File: src/rtl/demux_fifo_pkg.sv
// Shared constants for the 1-to-2 demux FIFO router.
// Channel indices and default FIFO geometry.
package demux_fifo_pkg;

   localparam int DEF_DATA_W = 32;
   localparam int DEF_DEPTH  = 4;
   localparam int DEF_CNT_W  = 16;

   localparam int PTR_W = $clog2(DEF_DEPTH);
   localparam int OCC_W = PTR_W + 1;

   localparam logic CH1 = 1'b0;
   localparam logic CH2 = 1'b1;

   // Occupancy width for an arbitrary power-of-2 depth
   function automatic int occ_w(input int depth);
      return $clog2(depth) + 1;
   endfunction

endpackage

File: src/rtl/sync_fifo.sv
// Single-clock FIFO with a registered head word.
// Head reads 0 whenever the FIFO is empty.
module sync_fifo
   import demux_fifo_pkg::*;
#(
   parameter int DW    = DEF_DATA_W,
   parameter int DEPTH = DEF_DEPTH
) (
   input  logic          clk,
   input  logic          rst,
   input  logic          push,
   input  logic          pop,
   input  logic [DW-1:0] din,
   output logic          full,
   output logic          empty,
   output logic [DW-1:0] head
);

   localparam int PW = $clog2(DEPTH);
   localparam int OW = occ_w(DEPTH);

   logic [DW-1:0] mem [DEPTH];
   logic [PW-1:0] wptr;
   logic [PW-1:0] rptr;
   logic [OW-1:0] occ;
   logic [DW-1:0] head_q;

   logic          do_push;
   logic          do_pop;
   logic [PW-1:0] rptr_n;
   logic [OW-1:0] occ_n;
   logic [DW-1:0] head_n;

   assign full    = (occ == OW'(DEPTH));
   assign empty   = (occ == '0);
   assign do_push = push & ~full;
   assign do_pop  = pop & ~empty;
   assign head    = head_q;

   // Next read pointer, occupancy and head word
   always_comb begin
      rptr_n = rptr + PW'(do_pop);
      occ_n  = occ + OW'(do_push) - OW'(do_pop);
      head_n = '0;
      if (occ_n != '0) begin
         if (do_push && (rptr_n == wptr))
            head_n = din;
         else
            head_n = mem[rptr_n];
      end
   end

   // Storage array; contents are never exposed while empty
   always_ff @(posedge clk) begin
      if (do_push)
         mem[wptr] <= din;
   end

   // Pointers, occupancy and registered head
   always_ff @(posedge clk) begin
      if (rst) begin
         wptr   <= '0;
         rptr   <= '0;
         occ    <= '0;
         head_q <= '0;
      end else begin
         wptr   <= wptr + PW'(do_push);
         rptr   <= rptr_n;
         occ    <= occ_n;
         head_q <= head_n;
      end
   end

endmodule

File: src/rtl/demux_fifo_router.sv
// 1-to-2 stream distributor: Sel steers words into two FIFOs.
// Each channel drains on its own valid/ready port.
module demux_fifo_router
   import demux_fifo_pkg::*;
#(
   parameter int DATA_WIDTH = DEF_DATA_W,
   parameter int DEPTH      = DEF_DEPTH,
   parameter int CNT_WIDTH  = DEF_CNT_W
) (
   input  logic                  CLK,
   input  logic                  RST,
   input  logic [DATA_WIDTH-1:0] IN_DATA,
   input  logic                  IN_VALID,
   input  logic                  Sel,
   output logic                  IN_READY,
   output logic [DATA_WIDTH-1:0] OUT1_DATA,
   output logic                  OUT1_VALID,
   input  logic                  OUT1_READY,
   output logic [DATA_WIDTH-1:0] OUT2_DATA,
   output logic                  OUT2_VALID,
   input  logic                  OUT2_READY,
   output logic [CNT_WIDTH-1:0]  CNT1,
   output logic [CNT_WIDTH-1:0]  CNT2
);

   logic full1;
   logic full2;
   logic empty1;
   logic empty2;
   logic push1;
   logic push2;
   logic pop1;
   logic pop2;

   logic [CNT_WIDTH-1:0] cnt1_q;
   logic [CNT_WIDTH-1:0] cnt2_q;

   assign IN_READY = (Sel == CH2) ? ~full2 : ~full1;

   assign push1 = IN_VALID & IN_READY & (Sel == CH1);
   assign push2 = IN_VALID & IN_READY & (Sel == CH2);

   assign pop1 = OUT1_READY & ~empty1;
   assign pop2 = OUT2_READY & ~empty2;

   assign OUT1_VALID = ~empty1;
   assign OUT2_VALID = ~empty2;

   assign CNT1 = cnt1_q;
   assign CNT2 = cnt2_q;

   sync_fifo #(
      .DW    (DATA_WIDTH),
      .DEPTH (DEPTH)
   ) u_fifo1 (
      .clk   (CLK),
      .rst   (RST),
      .push  (push1),
      .pop   (pop1),
      .din   (IN_DATA),
      .full  (full1),
      .empty (empty1),
      .head  (OUT1_DATA)
   );

   sync_fifo #(
      .DW    (DATA_WIDTH),
      .DEPTH (DEPTH)
   ) u_fifo2 (
      .clk   (CLK),
      .rst   (RST),
      .push  (push2),
      .pop   (pop2),
      .din   (IN_DATA),
      .full  (full2),
      .empty (empty2),
      .head  (OUT2_DATA)
   );

   // Accepted-word counters, wrapping at 2^CNT_WIDTH
   always_ff @(posedge CLK) begin
      if (RST) begin
         cnt1_q <= '0;
         cnt2_q <= '0;
      end else begin
         if (push1)
            cnt1_q <= cnt1_q + 1'b1;
         if (push2)
            cnt2_q <= cnt2_q + 1'b1;
      end
   end

endmodule

File: config.mk
export PLATFORM = sky130hd
export DESIGN_NAME = demux_fifo_router
export DESIGN_NICKNAME = d
export VERILOG_FILES = /design/src/rtl/demux_fifo_pkg.sv /design/src/rtl/sync_fifo.sv /design/src/rtl/demux_fifo_router.sv
export SDC_FILE = /design/constraint.sdc
export NUM_CORES = 1
export LEC_CHECK = 0
export ABC_AREA = 1
export CORE_UTILIZATION = 62
export CTS_CLUSTER_DIAMETER = 100
export DETAILED_ROUTE_END_ITERATION = 6
export MAX_ROUTING_LAYER = met4
export PLACE_DENSITY_LB_ADDON = 0.3
export SYNTH_ARGS = -nofsm -noshare
export SYNTH_HDL_FRONTEND = slang
export SYNTH_SLANG_ARGS = --single-unit
export TNS_END_PERCENT = 10
File: constraint.sdc
create_clock -name CLK -period 7.1 [get_ports CLK]
set_input_delay 0.71 -clock CLK [delete_from_list [all_inputs] [get_ports CLK]]
set_output_delay 0.71 -clock CLK [all_outputs]
set_load 0.02 [all_outputs]
[Word-level counts from Yosys, hierarchy flattened]
Memories as Yosys holds them, arrays and structs flattened. A register that Yosys moved wholly into a read port is not among the register bits.
Index checks and enable logic that the tools add are counted.
Word-level totals
  latch bits: 0
  ROM bits: 0
  input port bits: 38
  memories: 2
  register bits after elaboration: 46
  logic and storage cells: 49
  bits in writable memories: 256
Memories
  u_fifo1.mem: depth 4, width 32, read ports 1, clocked after Yosys merged registers in 1, wr ports 1, RTL line sync_fifo.sv:22  | logic [DW-1:0] mem [DEPTH];
  u_fifo2.mem: depth 4, width 32, read ports 1, clocked after Yosys merged registers in 1, wr ports 1, RTL line sync_fifo.sv:22
Cells by class
  $add $sub $neg: 10
  order comparisons: 0
  reduce and logical (&&, ||, !) cells: 6
  bitwise gates (word level): 16
  shifts and indexed selects: 0
  divide/modulo/power cells: 0
  mux-type cells: 5
  equal/unequal tests: 2
  multipliers: 0
Operator list (number)
  adder 16 x 1 -> 16 bit (second input constant): 2
  bitwise AND 1 bit: 9
  adder 2 x 1 -> 2 bit: 4
  NOT 1 bit: 7
  adder 3 x 1 -> 3 bit: 2
  equality test 3 bit (second input constant): 2
  zero test 3 bit: 2
  nonzero test 3 bit: 2
  subtractor 3 x 1 -> 3 bit: 2
  two-way mux 1 bit: 5
  OR reduction 2 bit: 2

[Logic depth before layout (Yosys ltp)]
  depth in word-level cells: 11
  mapped depth: 15

[Hierarchy]
Synthesis repeated with hierarchy kept, for this count alone.
Second synthesis, totals
  cell total of the unflattened synthesis: 1680
  area, all modules: 15561.2 µm²
By module, submodules not included
  sync_fifo at u_fifo1: instances 1, area an instance 6934.2 µm², cells each 715
  sync_fifo at u_fifo2: instances 1, area an instance 6924.1 µm², cells each 713
  demux_fifo_router: instances 1, area an instance 1702.9 µm², cells each 252

[Least setup slack after synthesis]
OpenSTA, ideal clock, no wires.
  path kind: input -> register
  start point: in Sel
  end point: mem u_fifo1.mem[2][0] (netlist name), enable pin
  arrival time: 3424 ps
  setup slack: 3215 ps
  setup time: 461 ps
  data required time: 6639 ps
  stages: 5
  path through: inv_1 -> nand3_1 -> buf_2 -> buf_1 -> nor3_1
On the way
  cells in the longest elaborated chain, start to end: 6
Ends and longest elaborated chain
  start: declaration: RTL line demux_fifo_router.sv:14  | input logic Sel,
  two-way mux 1 bit: RTL line demux_fifo_router.sv:38  | assign IN_READY = (Sel == CH2) ? ~full2 : ~full1;
  bitwise AND 1 bit: RTL line demux_fifo_router.sv:40  | assign push1 = IN_VALID & IN_READY & (Sel == CH1);
  bitwise AND 1 bit *: RTL line demux_fifo_router.sv:40
  bitwise AND 1 bit *: RTL line sync_fifo.sv:36  | assign do_push = push & ~full;
  two-way mux 1 bit *: RTL line sync_fifo.sv:55  | if (do_push)
  two-way mux 1 bit (not written as such) *: RTL line sync_fifo.sv:56  | mem[wptr] <= din;
  end: declaration: RTL line sync_fifo.sv:22
Every way passes the cells marked *; elsewhere a longest branch is shown, timed or not.

[Worst setup path in the final report]
  start point: in Sel
  end point: reg u_fifo1.head_q[25] (netlist: u_fifo1.head[25]) (read register of u_fifo1.mem)
On the way
  cells in the longest elaborated chain, start to end: 9
Ends and longest elaborated chain
  two-way mux 1 bit: RTL line demux_fifo_router.sv:38
  bitwise AND 1 bit: RTL line demux_fifo_router.sv:40
  bitwise AND 1 bit *: RTL line demux_fifo_router.sv:40
  bitwise AND 1 bit *: RTL line sync_fifo.sv:36
  adder 3 x 1 -> 3 bit *: RTL line sync_fifo.sv:43  | occ_n = occ + OW'(do_push) - OW'(do_pop);
  subtractor 3 x 1 -> 3 bit *: RTL line sync_fifo.sv:43
  nonzero test 3 bit *: RTL line sync_fifo.sv:45  | if (occ_n != '0) begin
  NOT 1 bit (no source line) *
  OR reduction 2 bit (no source line) *
  end: declaration: RTL line sync_fifo.sv:26  | logic [DW-1:0] head_q;
Marks and branches as above.
A chain may end at the register's enable or synchronous reset.

==> load_flow_metrics.sql <==
INSERT INTO impl_metrics (metric_group, metric, value, unit) VALUES
('worst_hold_path', 'whs_path_depth', '2', ''),
('timing', 'finalSetupTns', '0', 'ns'),
('detailed_routing', 'routed-wl-met2', '17200', 'um'),
('yosys', 'synthesis.nets', '1624', ''),
('global_routing', 'grt_start_max_net_pins', '67', ''),
('worst_hold_path', 'worst_hold_path_type', 'reg2reg', ''),
('yosys', 'syn_area_per_cell', '9.43', 'um^2'),
('worst_setup_path', 'worstPathArrival', '4.91', 'ns'),
('detailed_routing', 'first_pass_iters', '5', ''),
('worst_setup_path', 'rr_endpoint', 'u_fifo1.head[25]', ''),
('worst_hold_path', 'holdCritStartpoint', 'CNT2[15]', ''),
('final_layout', 'filler_cell_count', '1532', ''),
('clock_tree', 'hold_buffers', '0', ''),
('clock_tree', 'tritoncts', 'done', ''),
('pwr', 'power_switching_share', '37.0', '%'),
('pwr', 'power.density_cell_area', '410', 'mW/mm^2'),
('timing', 'rsz0062_at_grt', 'no', ''),
('clock_tree', 'cts_inserted_buffers', '37', ''),
('status', 'status', 'completed', ''),
('timing', 'timing.final.ws_setup', '2.64', 'ns'),
('yosys', 'ys_ff_latch', '366', ''),
('clock_tree', 'cts_sinks', '366', ''),
('yosys', 'synth.yosys.seq_area_share', '66.6', '%'),
('global_routing', 'grt-ovfl-total', '0', ''),
('worst_setup_path', 'worst_ep_required_time', '7.55', 'ns'),
('timing', 'finalWorstPathRequiredPeriod', '4.46', 'ns'),
('yosys', 'post-synth-top-area-fraction', '51.8', '%'),
('worst_hold_path', 'hold_path_end', 'CNT2[15]', ''),
('clock_tree', 'clk_pin_slew', '0.06', 'ns'),
('detailed_routing', 'drt.antenna.violating_nets', '0', ''),
('floorplan', 'core', '0.0235', 'mm^2'),
('global_routing', 'track_usage', '29.6', '%'),
('yosys', 'post-synth-top-area-cell', 'edfxtp_1', ''),
('final_layout', 'ff_latch_area', '0.00989', 'mm^2'),
('timing', 'achievable-frequency', '224', 'MHz'),
('timing', 'timing.final.max_slew_violations', '0', ''),
('worst_setup_path', 'critPathSlowestCell', 'inv_1', ''),
('yosys', 'syn_inst', '1574', ''),
('floorplan', 'die_area', '0.0246', 'mm^2'),
('global_routing', 'grt_pass1_vias', '10700', ''),
('worst_setup_path', 'r2r_cells', '12', ''),
('job', 'max_cap_viols', '0', ''),
('final_layout', 'mostFrequentLayoutCell', 'nand2_1', ''),
('timing', 'final.period_utilization', '62.8', '%'),
('detailed_routing', 'post_drt_via_cell_ratio', '5.37', ''),
('detailed_routing', 'vias', '11000', ''),
('timing', 'setup_viol', '0', ''),
('pwr', 'flop_pwr_share', '35.6', '%'),
('detailed_routing', 'highest_layer', 'met4', ''),
('worst_setup_path', 'crit_path_cell_chain', 'clkdlybuf4s50_1 > inv_1 > nand3_1 > clkinv_1 > ha_1 > fa_1 > nand3b_1 > nand2_1 > o21ai_0 > inv_1 > o21ai_0 > nor2_1', ''),
('clock_tree', 'h_tree_depth', '2', ''),
('pwr', 'comb_power_share', '37.2', '%'),
('global_routing', 'grt_first_pass_wirelength', '54000', 'um'),
('pwr', 'power.internal', '4590', 'uW'),
('floorplan', 'initial_core_util', '63.2', '%'),
('clock_tree', 'cts-resized-gates', '0', ''),
('final_layout', 'areaGrowthSynthToFinish', '19.8', '%'),
('timing', 'slew_headroom', '19.3', '%'),
('floorplan', 'i_o_pin_total', '137', ''),
('worst_setup_path', 'critical_path.startpoint_type', 'primary input', ''),
('floorplan', 'std_cell_rows', '56', ''),
('timing', 'tightestPinTransition', '1.21', 'ns'),
('worst_setup_path', 'critPathCaptureType', 'flip-flop', ''),
('final_layout', 'multi_input_gate_area', '0.00447', 'mm^2'),
('placed_design', 'place_congestion', '0.885', ''),
('worst_setup_path', 'reg2reg_from', 'u_fifo1.occ[1]', ''),
('detailed_routing', 'drt-total-wl', '34200', 'um'),
('yosys', 'syn-cell-area', '0.0148', 'mm^2'),
('detailed_routing', 'remaining_drc_errors', '0', ''),
('placed_design', 'dp.final_hpwl', '19000', 'um'),
('yosys', 'synth.top_cells.by_area', 'edfxtp_1, nand2_1, dfxtp_1', '');
through the flow:
step	power [uW]	util, %	hold WS [ns]
after floorplan	4480	-	0.532
after global placement	5180	70.4	0.490
after detailed placement	5300	70.4	0.497
after CTS	7300	75.7	0.508
after global routing	7740	75.8	0.541
final	7280	75.8	0.506
worst reg2reg max path, delay by kind of cell (launching register included):
kind                       cells  cell delay [ns]
AOI/OAI and AO/OA              2             0.36
adders and majority gates      2             0.73
buffers and inverters          3             1.53
DFF                            1             0.32
and+or+nand+nor                5             1.27
kinds of logic (layout without fill, tap and decap cells):
family | count (synthesis) | in the layout | synth area share [%]
compound gates | 87 | 87 | 2.97
xor+xnor | 11 | 11 | 0.649
fa+ha+maj | 12 | 12 | 1.11
buf+inv | 145 | 298 | 3.88
flops | 366 | 366 | 66.6
other cells | 0 | 2 | 0
simple gates | 953 | 953 | 24.7
how the worst max path moves through the flow:
stage / start / to / slack [ns] / cells after the start
final: Sel / u_fifo1.head[25] / 2.64 / 12
after global routing: Sel / u_fifo1.head[16] / 2.35 / 12
after CTS: Sel / u_fifo1.head[25] / 2.67 / 12
after detailed placement: Sel / u_fifo1.head[17] / 2.16 / 12
after global placement: Sel / u_fifo1.head[13] / 2.42 / 12
after floorplan: Sel / u_fifo1.mem[2][0] / 3.22 / 5
cells in the mapped netlist (all sizes together):
cell,instances
nand2,713
edfxtp,256
nor2,188
dfxtp,110
inv,77
o21ai,60
buf,35
clkbuf,31
a21oi,25
nand3,19
nor3,18
ha,10
nand4,10
xnor2,7
xor2,4
and2,2
clkinv,2
fa,2
nand3b,2
a211oi,1
nor3b,1
o21a,1
final cells by class:
cell class                      instances  share of cell area, %
Inverter                               79                   1.67
Clock inverter                         17                   1.10
Tap cell                              319                   2.24
Multi-Input combinational cell       1063                   25.1
Timing Repair Buffer                  151                   8.29
Antenna cell                            2                 0.0281
Clock buffer                           51                   5.91
Sequential cell                       366                   55.6
sequential cells by signal (all words and copies together), names as in the netlist:
signal        flops
u_fifo2.occ       3
u_fifo1.mem     128
CNT2             16
u_fifo2.rptr      2
u_fifo1.head     32
CNT1             16
u_fifo2.head     32
u_fifo1.occ       3
u_fifo1.wptr      2
u_fifo1.rptr      2
u_fifo2.wptr      2
u_fifo2.mem     128
metal layers:
layer	vias to the layer above	global-route usage [%]
met3	78	5.12
met4	0	9.57
met2	443	50.0
li1	5296	-
met5	-	-
met1	5172	36.2
power by group through the flow:
stage                     logic [uW]  clock network (uW)  registers (uW)
after floorplan                 1730                   0            2750
after global placement          2550                   0            2630
after detailed placement        2660                   0            2630
after CTS                       2720                2000            2590
after global routing            3050                2090            2600
final                           2710                1990            2590
Note: power is estimated with default switching activity, not from simulation.
